[src/rtl/switch_event_pkg.sv]
// Shared constants for the switch event unit: register word addresses and
// the encoding of the bus handshake state machine.
package switch_event_pkg;

  localparam logic [1:0] SEU_ADDR_STATE   = 2'd0;
  localparam logic [1:0] SEU_ADDR_PENDING = 2'd1;
  localparam logic [1:0] SEU_ADDR_RISE_EN = 2'd2;
  localparam logic [1:0] SEU_ADDR_FALL_EN = 2'd3;

  typedef enum logic [1:0] {
    SEU_IDLE = 2'd0,
    SEU_ACK  = 2'd1,
    SEU_WAIT = 2'd2
  } seu_state_t;

endpackage

[src/rtl/switch_edge_detect.sv]
// Per-bit rising/falling edge detector for the debounced switch vector.
// Keeps the previous sample; the enables only qualify the outgoing events.
module switch_edge_detect #(
  parameter int WIDTH = 8
) (
  input  logic             clock,
  input  logic             reset,
  input  logic [WIDTH-1:0] i_switch,
  input  logic [WIDTH-1:0] i_rise_en,
  input  logic [WIDTH-1:0] i_fall_en,
  output logic [WIDTH-1:0] o_rise,
  output logic [WIDTH-1:0] o_fall
);

  logic [WIDTH-1:0] r_prev;

  always_ff @(posedge clock or negedge reset) begin
    if (!reset) begin
      r_prev <= '0;
    end else begin
      r_prev <= i_switch;
    end
  end

  assign o_rise = i_switch & ~r_prev & i_rise_en;
  assign o_fall = ~i_switch & r_prev & i_fall_en;

endmodule

[src/rtl/switch_event_unit.sv]
// Memory-mapped switch event controller: sticky W1C pending bits from
// enabled switch edges, a level interrupt, and a Read/Write/Ack bus slave.
module switch_event_unit
  import switch_event_pkg::*;
#(
  parameter int WIDTH = 8
) (
  input  logic             clock,
  input  logic             reset,
  input  logic [WIDTH-1:0] switch_in,
  input  logic [1:0]       Address,
  input  logic [31:0]      DataIn,
  input  logic             Read,
  input  logic             Write,
  output logic [31:0]      DataOut,
  output logic             Ack,
  output logic             Interrupt
);

  seu_state_t       r_state;
  seu_state_t       w_state_next;
  logic [WIDTH-1:0] r_pending;
  logic [WIDTH-1:0] r_rise_en;
  logic [WIDTH-1:0] r_fall_en;
  logic             r_interrupt;
  logic [31:0]      r_dataout;
  logic [WIDTH-1:0] w_rise;
  logic [WIDTH-1:0] w_fall;
  logic [WIDTH-1:0] w_clear;
  logic [WIDTH-1:0] w_pending_next;
  logic [31:0]      w_rdata;
  logic             w_wr;
  logic             w_rd;
  logic             w_unused;

  switch_edge_detect #(.WIDTH(WIDTH)) u_edge (
    .clock     (clock),
    .reset     (reset),
    .i_switch  (switch_in),
    .i_rise_en (r_rise_en),
    .i_fall_en (r_fall_en),
    .o_rise    (w_rise),
    .o_fall    (w_fall)
  );

  // Requests are only accepted in IDLE; write wins when both are raised.
  assign w_wr = (r_state == SEU_IDLE) && Write;
  assign w_rd = (r_state == SEU_IDLE) && Read && !Write;

  always_comb begin
    w_state_next = r_state;
    case (r_state)
      SEU_IDLE: if (Write || Read) w_state_next = SEU_ACK;
      SEU_ACK:  w_state_next = SEU_WAIT;
      SEU_WAIT: if (!Read && !Write) w_state_next = SEU_IDLE;
      default:  w_state_next = SEU_IDLE;
    endcase
  end

  always_comb begin
    w_clear = '0;
    if (w_wr && (Address == SEU_ADDR_PENDING)) w_clear = DataIn[WIDTH-1:0];
  end

  // New events are OR-ed in after the clear so a same-cycle event survives.
  assign w_pending_next = (r_pending & ~w_clear) | w_rise | w_fall;

  always_comb begin
    w_rdata = '0;
    case (Address)
      SEU_ADDR_STATE:   w_rdata[WIDTH-1:0] = switch_in;
      SEU_ADDR_PENDING: w_rdata[WIDTH-1:0] = r_pending;
      SEU_ADDR_RISE_EN: w_rdata[WIDTH-1:0] = r_rise_en;
      default:          w_rdata[WIDTH-1:0] = r_fall_en;
    endcase
  end

  always_ff @(posedge clock or negedge reset) begin
    if (!reset) begin
      r_state     <= SEU_IDLE;
      r_pending   <= '0;
      r_rise_en   <= '0;
      r_fall_en   <= '0;
      r_interrupt <= 1'b0;
      r_dataout   <= '0;
    end else begin
      r_state     <= w_state_next;
      r_pending   <= w_pending_next;
      r_interrupt <= |w_pending_next;
      // Read data lives only for the ACK cycle and is zero otherwise.
      r_dataout   <= w_rd ? w_rdata : '0;
      if (w_wr && (Address == SEU_ADDR_RISE_EN)) r_rise_en <= DataIn[WIDTH-1:0];
      if (w_wr && (Address == SEU_ADDR_FALL_EN)) r_fall_en <= DataIn[WIDTH-1:0];
    end
  end

  assign Ack       = (r_state == SEU_ACK);
  assign DataOut   = r_dataout;
  assign Interrupt = r_interrupt;

  // Upper data bits are ignored when WIDTH < 32.
  assign w_unused = ^DataIn;

endmodule

[config.mk]
export PLATFORM = sky130hd
export DESIGN_NAME = switch_event_unit
export DESIGN_NICKNAME = d
export VERILOG_FILES = /design/src/rtl/switch_event_pkg.sv /design/src/rtl/switch_edge_detect.sv /design/src/rtl/switch_event_unit.sv
export SDC_FILE = /design/constraint.sdc
export NUM_CORES = 1
export LEC_CHECK = 0
export CAP_MARGIN = 15
export CORE_UTILIZATION = 47
export DETAILED_ROUTE_END_ITERATION = 7
export PLACE_DENSITY = 0.85
export SYNTH_ARGS = -nofsm -noshare
export SYNTH_HDL_FRONTEND = slang
export SYNTH_SLANG_ARGS = --single-unit
[constraint.sdc]
create_clock -name clock -period 3.2 [get_ports clock]
set_input_delay 0.32 -clock clock [delete_from_list [all_inputs] [get_ports clock]]
set_output_delay 0.32 -clock clock [all_outputs]
set_load 0.01 [all_outputs]
* Word-level counts from Yosys, hierarchy flattened
Cells that the tools add are included.
** Storage, ports and cells
- Input bits :: 46
- Register bits :: 43
** Cells by class
- Equal/unequal tests :: 7
- Muxes and demuxes :: 6
- Bitwise operators :: 10
- Reductions and logical operators :: 14
** Operators with widths (count)
- AND 8 bit :: 5
- NOT 8 bit :: 3
- case mux 8 bit (3 select lines) :: 1
- two-way mux 8 bit :: 2
- OR 8 bit :: 2
- OR reduction 8 bit :: 1
- logical AND 1 bit :: 7
- == test 2 bit (second input constant) :: 3
- case mux 2 bit (3 select lines) :: 1
- == test 2 x 1 -> 1 bit (second input constant) :: 2
- zero test 2 bit :: 2
- two-way mux 2 bit :: 2
- zero test 1 bit :: 2
- != test 2 x 1 -> 1 bit (second input constant) :: 1
- != test 2 bit (second input constant) :: 1
- AND reduction 2 bit :: 1
- logical OR 1 bit :: 1

* Depth between registers and ports, before layout
Gate-level depths: netlist (run 1).
- Word-level depth :: 9
- Depth in mapped cells :: 5
- Mapped depth without buffers :: 5

* Modules after synthesis
A second synthesis (run 1) with hierarchy kept.
** Second synthesis, totals
- Cells, all modules :: 159
- Area, all modules :: 2087.0 um^2
** By module, submodules not included
- switch_event_unit :: times used 1, sequential area each 875.8 um^2, cells an instance 135, area an instance 1746.7 um^2
- switch_edge_detect :: times used 1, sequential area each 200.2 um^2, cells an instance 24, area an instance 340.3 um^2

* Worst setup path after synthesis (run 1)
No wires, ideal clock.
- Path kind :: register to register
- Start :: register r_state[1]
- End :: register r_interrupt, in the netlist Interrupt
- Arrival :: 1.633 ns
- Data required time :: 3.062 ns
- Library setup time :: 0.138 ns
- Stages on the path, launching flop included :: 5
- Clock period less this slack :: 1.771 ns
- Path slack :: 1.429 ns
- Cell sequence :: dfrtp_1 > nor3b_4 > nand3b_4 > a211o_1 > or4_1
** On the way
- Word-level cells in the longest chain between the ends :: 9
** RTL lines
- from (decl) :: line switch_event_unit.sv:20 : seu_state_t r_state;
- from (signal assigned) :: line switch_event_unit.sv:87 : r_state <= w_state_next;
- zero test 2 bit :: line switch_event_unit.sv:47 : assign w_wr = (r_state == SEU_IDLE) && Write;
- logical AND 1 bit :: line switch_event_unit.sv:47
- logical AND 1 bit :: line switch_event_unit.sv:62 : if (w_wr && (Address == SEU_ADDR_PENDING)) w_clear = DataIn[WIDTH-1:0];
- two-way mux 8 bit :: line switch_event_unit.sv:62
- NOT 8 bit :: line switch_event_unit.sv:66 : assign w_pending_next = (r_pending & ~w_clear) | w_rise | w_fall;
- AND 8 bit :: line switch_event_unit.sv:66
- OR 8 bit (2 in a row) :: line switch_event_unit.sv:66
- named net w_pending_next[6] :: line switch_event_unit.sv:30 : logic [WIDTH-1:0] w_pending_next;
- OR reduction 8 bit :: line switch_event_unit.sv:89 : r_interrupt <= |w_pending_next;
- to (signal assigned) :: line switch_event_unit.sv:89
- to (decl) :: line switch_event_unit.sv:25 : logic r_interrupt;
The timed path passes the listed nets, and every way through them passes these cells.
A chain may end at the register's enable or synchronous reset.

* Worst setup path in the final report (run 1)
- Start :: input port Write
- End :: register r_interrupt, in the netlist Interrupt
** On the way
- Word-level cells in the longest chain between the ends :: 8
** RTL lines
- from (decl) :: line switch_event_unit.sv:14 : input logic Write,
- logical AND 1 bit :: line switch_event_unit.sv:47
- logical AND 1 bit :: line switch_event_unit.sv:62
- two-way mux 8 bit :: line switch_event_unit.sv:62
- NOT 8 bit :: line switch_event_unit.sv:66
- AND 8 bit :: line switch_event_unit.sv:66
- OR 8 bit (2 in a row) :: line switch_event_unit.sv:66
- named net w_pending_next[6] :: line switch_event_unit.sv:30
- OR reduction 8 bit :: line switch_event_unit.sv:89
The timed path passes the listed nets, and every way through them passes these cells.

==> impl_metrics.csv, run 1 <==
group,metric,value,unit
floorplanning,start_util,50.2,%
setup_path,r2r_cells,4,
synthesis,yosysSeqAreaShare,52.5,%
detailed_routing,vias,1312,
detailed_routing,wl,3700,um
synthesis,synth_enable_flop_cells,0,
floorplanning,fp.coreArea,4090,sq um
synthesis,synth.distinct_cells,28,
clock_network,cts_root_buf,"clkbuf_8",
clock_network,cts_max_level,2,
detailed_routing,drt-initial-drc-count,73,
clock_network,cts-resized-gates,0,
setup_path,crit_slowest_cell,"or4_1",
final_layout,multi_input_area,868,sq um
hold_path,worstHoldPathType,"primary input to asynchronous set/reset pin",
grt,antenna_found_initial,0,
floorplanning,rows,23,
clock_network,numCtsBuffers,5,
placed_design,port_buffers,31,
clock_network,cts_buffer_depth,2,
setup_path,cp_top_family,"simple AND/OR/NAND/NOR gates",
power_and_ir_drop,power,1.66,mW
timing,fmax,495,MHz
setup_path,r2r_end,"Interrupt",
timing,worst_pin_slew,941,ps
setup_path,start_kind,"primary input",
timing,finalMaxSlewViolations,0,
timing,finalSetupViolCount,0,
setup_path,r2r_slack,1240,ps
setup_path,path_buf_inv,1,
setup_path,critPathMaxStageDelay,520,ps
detailed_routing,drc,0,
setup_path,critPathRequiredTime,3360,ps
placed_design,dp_hpwl,2540,um
setup_path,crit_type,"primary input to flip-flop",
final_layout,finalNetCount,246,
setup_path,reg2reg_from,"r_state[1]",
setup_path,setup.worst_path.start,"Write",
power_and_ir_drop,power_leakage,1.04,nW
grt,grt_remaining_overflow,0,
floorplanning,io_pins,80,
grt,grt_start_max_net_pins,44,
run_status,outcome,"completed",
power_and_ir_drop,power_density,672,nW/um^2
grt,grt.total_usage,17.9,%
timing,final-hold-violation-count,0,
setup_path,path_cells,"clkdlybuf4s50_1 > nor3b_4 > nand3b_4 > a211o_1 > or4_1",
detailed_routing,vias_per_cell,5.23,
final_layout,most-common-layout-cells,"43 x dfrtp_1, 30 x clkdlybuf4s50_1, 24 x conb_1",
floorplanning,die_area,4630,sq um
clock_network,tritoncts,"built",
floorplanning,die_x,68.1,um
synthesis,ys_seq_elements,43,
final_layout,n_antenna_cell,0,
flow_run,cap_violations,0,
final_layout,fin_util,60.3,%
setup_path,worst-path-max-fanout,8,
final_layout,area_delta_synth_final,20.1,%
grt,grt_pass1_vias,1230,
timing,rsz0062_at_grt,"false",
clock_network,postCtsSetupRepairBufs,0,
clock_network,cts_hold_buf,0,
clock_network,cts_sinks,43,
final_layout,final-seq-area,1080,sq um
timing,finalCritPeriodShare,63.1,%
timing,clock_skew,2.06,ps
synthesis,ys.warnings.count,0,
synthesis,post_synth.cell_area_avg,12.7,sq um
clock_network,insertion_delay,290,ps
detailed_routing,dr.pass1.iters,4,
placed_design,dp_slack,878,ps
floorplanning,die_h,68.1,um
placed_design,gp_congestion,0.780,
final_layout,drive_above_1_share,18.9,%
timing,fin_setup_tns,0,ps
clock_network,clk_pin_slew_worst_paths,80,ps
setup_path,cp_num_cells,5,
grt,grt_first_pass_wirelength,5970,um
final_layout,fillers,333,
timing,relSlewSlack,37.3,%
final_layout,layout_commonest_cell,"dfrtp_1",
synthesis,synthCells,161,
power_and_ir_drop,vdd_drop_max,0.000398,V
detailed_routing,wl_per_cell,14.7,um
timing,period_needed,2020,ps
setup_path,arrival,2180,ps
detailed_routing,final_antenna_net_count,0,
timing,setup_ws,1180,ps
setup_path,end_kind,"flip-flop",
synthesis,ys_async_sr_fraction,100,%
synthesis,synth_flop_cell,"dfrtp_1",
synthesis,synth_area,2050,sq um
power breakdown:
part	switching [mW]	total, mW	internal, mW
combinational	0.163	0.416	0.253
sequential	0.114	0.804	0.690
clock	0.183	0.435	0.253
total	0.460	1.66	1.20
worst reg2reg max path, delay by kind of cell (launching register included):
family	cells	cell delay (ps)
AO/OA/AOI/OAI	1	350
flip-flops	1	450
AND/OR/NAND/NOR	3	1040
stage by stage:
stage,instances,cell area [sq um],hold slack [ps]
floorplan,184,2140,24.4
global placement,243,2350,485
detailed placement,243,2350,484
CTS,251,2460,187
global route,251,2460,243
finish,251,2460,169
registers in the layout, indices dropped and copies added (netlist names):
| signal | count |
|---|---|
| u_edge.r_prev | 8 |
| r_state | 2 |
| r_fall_en | 8 |
| DataOut | 8 |
| r_rise_en | 8 |
| r_pending | 8 |
| Interrupt | 1 |
area by class of cell:
class                   count  share of cell area [%]
inverters                   1                   0.152
clock inverters             2                    1.42
flip-flops and latches     43                    43.7
repair buffers             35                    13.6
clock buffers               6                    3.35
well taps                  50                    2.54
multi-input cells         114                    35.2
layer usage:
layer  global-route usage [%]  wire [um]
met5                        0          0
met4                     5.21         19
met3                     4.83        199
met2                     28.9       1900
met1                     23.7       1580
worst max path at each step:
stage           endpoint  slack, ps
3_5_place_dp   Interrupt        880
4_1_cts        Interrupt       1170
6_report       Interrupt       1180
5_1_grt        Interrupt       1080
3_3_place_gp   Interrupt        910
2_1_floorplan  Interrupt       1430
cells in the mapped netlist, types with 2 or more instances:
cell / count / area, sq um
mux4_2: 8 / 180
nand3b_1: 6 / 45.0
or4_1: 2 / 15.0
nand3_1: 2 / 10.0
nand2b_1: 5 / 31.3
o22ai_1: 2 / 12.5
nor2b_1: 11 / 68.8
dfrtp_1: 43 / 1080
buf_4: 24 / 180
nor2_1: 2 / 7.51
mux2_2: 15 / 169
nand2_1: 14 / 52.6
o21ai_0: 4 / 20.0
a21o_1: 5 / 37.5
a211o_1: 2 / 17.5
o211ai_1: 4 / 30.0
kinds of logic after synthesis:
logic type             share of synthesized area [%]
and+or+nand+nor                                 14.6
buffers and inverters                           9.40
other                                          0.183
AOI/OAI and AO/OA                               6.35
muxes                                           17.0
DFF                                             52.5
Power figures use the tool's default switching activity.
==> run 2, diff against run 1 <==
--- a/config.mk
+++ b/config.mk
@@ -6,9 +6,9 @@
 export NUM_CORES = 1
 export LEC_CHECK = 0
 export CAP_MARGIN = 15
-export CORE_UTILIZATION = 47
+export CORE_UTILIZATION = 43
 export DETAILED_ROUTE_END_ITERATION = 7
-export PLACE_DENSITY = 0.85
+export PLACE_DENSITY = 0.79
 export SYNTH_ARGS = -nofsm -noshare
 export SYNTH_HDL_FRONTEND = slang
 export SYNTH_SLANG_ARGS = --single-unit
==> constraint.sdc (replaced) <==
create_clock -name clock -period 1.9 [get_ports clock]
set_input_delay 0.19 -clock clock [delete_from_list [all_inputs] [get_ports clock]]
set_output_delay 0.19 -clock clock [all_outputs]
set_load 0.01 [all_outputs]
==> impl_metrics.csv, run 2 (synthesis results as in run 1) <==
group,metric,value,unit
grt,antenna_found_initial,0,
run_status,outcome,"finished, violations left",
setup_path,cp_top_family,"simple AND/OR/NAND/NOR gates",
final_layout,area_delta_synth_final,22.5,%
detailed_routing,vias,1323,
grt,grt_remaining_overflow,0,
power_and_ir_drop,power_density,1080,nW/um^2
timing,finalCritPeriodShare,95.9,%
timing,rsz0062_at_grt,"false",
clock_network,cts_buffer_depth,2,
floorplanning,io_pins,80,
clock_network,clk_pin_slew_worst_paths,80,ps
detailed_routing,dr.pass1.iters,7,
setup_path,crit_type,"flip-flop to flip-flop",
final_layout,fin_util,56.1,%
grt,grt_start_max_net_pins,44,
setup_path,arrival,1990,ps
setup_path,cp_num_cells,4,
clock_network,cts_hold_buf,1,
detailed_routing,vias_per_cell,5.07,
final_layout,finalNetCount,254,
detailed_routing,final_antenna_net_count,0,
timing,clock_skew,5.90,ps
clock_network,numCtsBuffers,5,
hold_path,whs_path_depth,1,
run_status,violations,"DRC",
detailed_routing,wl,3760,um
timing,fin_hold_ws,405,ps
timing,finalSetupViolCount,0,
setup_path,path_cells,"nor3b_4 > nand3b_4 > a211o_1 > or4_1",
setup_path,worst-path-max-fanout,5,
timing,final-hold-violation-count,0,
power_and_ir_drop,vdd_drop_max,0.000467,V
floorplanning,rows,24,
timing,fin_setup_tns,0,ps
floorplanning,die_area,5050,sq um
placed_design,port_buffers,31,
floorplanning,die_x,71.1,um
clock_network,cts_max_level,2,
placed_design,gp_congestion,0.730,
grt,grt_first_pass_wirelength,6240,um
timing,worst_pin_slew,531,ps
detailed_routing,drc,3,
timing,relSlewSlack,64.6,%
final_layout,layout_commonest_cell,"dfrtp_1",
placed_design,dp.cells,252,
clock_network,cts_sinks,43,
final_layout,fin_cells,261,
setup_path,critPathMaxStageDelay,530,ps
setup_path,start_kind,"flip-flop",
detailed_routing,drt-initial-drc-count,77,
power_and_ir_drop,power_leakage,1.07,nW
final_layout,n_antenna_cell,0,
setup_path,critPathRequiredTime,2070,ps
final_layout,most-common-layout-cells,"43 x dfrtp_1, 30 x clkdlybuf4s50_1, 24 x conb_1",
grt,grt.total_usage,16.6,%
floorplanning,die_h,71.1,um
setup_path,end_kind,"flip-flop",
timing,fmax,549,MHz
clock_network,cts-resized-gates,0,
placed_design,dp_hpwl,2660,um
timing,period_needed,1820,ps
hold_path,worstHoldPathType,"primary input to flip-flop",
clock_network,insertion_delay,300,ps
flow_run,cap_violations,0,
floorplanning,fp.coreArea,4470,sq um
timing,finalMaxSlewViolations,0,
clock_network,tritoncts,"built",
power_and_ir_drop,power,2.72,mW
setup_path,r2r_cells,4,
clock_network,postCtsSetupRepairBufs,0,
floorplanning,start_util,45.8,%
detailed_routing,wl_per_cell,14.4,um
clock_network,cts_root_buf,"clkbuf_8",
setup_path,crit_slowest_cell,"or4_1",
setup_path,path_buf_inv,0,
grt,grt_pass1_vias,1342,
final_layout,drive_above_1_share,21.1,%
run 2: changes by cell type in the layout (fill, tap and decap cells not counted), sizes merged:
| cell | delta |
|---|---|
| clkinv | -1 |
| buf | +7 |
| dlygate4sd3 | +1 |
| bufinv | -1 |
| clkbuf | +2 |
run 2: area by class of cell:
cell class / count / area [sq um]
fill: 387 / 1960
sequential: 43 / 1080
multi-input combinational: 114 / 868
timing repair buffer: 43 / 398
clock buffer: 8 / 100
tap: 52 / 65.1
inverter: 1 / 3.75
run 2: layer usage:
metal / up-vias / track usage (%) / wire length, um / share of wire (%)
met5: - / 0 / 0 / 0
met4: 0 / 7.33 / 53 / 1.4
met3: 7 / 4.42 / 172 / 4.6
met2: 44 / 27.2 / 1830 / 49
met1: 652 / 20.7 / 1700 / 45
li1: 620 / - / - / -
run 2: worst paths after layout:
| kind | startpoint | to | slack, ps |
|---|---|---|---|
| max in group asynchronous | reset | u_edge.r_prev[0] | 1050 |
| worst max-delay path | r_state[1] | Interrupt | 80 |
| worst max register to register | r_state[1] | Interrupt | 80 |
| worst min-delay path | switch_in[6] | u_edge.r_prev[6] | 400 |
| worst min register to register | r_pending[4] | r_pending[4] | 510 |
| min in group asynchronous | reset | u_edge.r_prev[1] | 470 |
run 2: stage by stage:
stage	setup WS [ps]	area (sq um)
floorplan	129	2140
global placement	-139	2400
detailed placement	-159	2400
CTS	70.0	2510
global route	14.0	2510
finish	77.6	2510
run 2: where the power goes:
group	leakage (nW)	switching (mW)	total (mW)	internal, mW
Clock	0.0515	0.311	0.642	0.332
Combinational	0.515	0.274	0.720	0.447
Sequential	0.502	0.191	1.35	1.16
run 2: worst reg2reg max path, cell delays in order (launching register included):
cell,delay [ps]
dfrtp_1,450
nor3b_4,270
nand3b_4,120
a211o_1,310
or4_1,530
==> run 3, diff against run 2 <==
--- a/config.mk
+++ b/config.mk
@@ -8,6 +8,7 @@
 export CAP_MARGIN = 15
 export CORE_UTILIZATION = 43
 export DETAILED_ROUTE_END_ITERATION = 7
+export GPL_TIMING_DRIVEN = 1
 export PLACE_DENSITY = 0.79
 export SYNTH_ARGS = -nofsm -noshare
 export SYNTH_HDL_FRONTEND = slang
==> results of run 3 <==
Same layout as run 2: the final DEF is identical, and so are final timing and power.
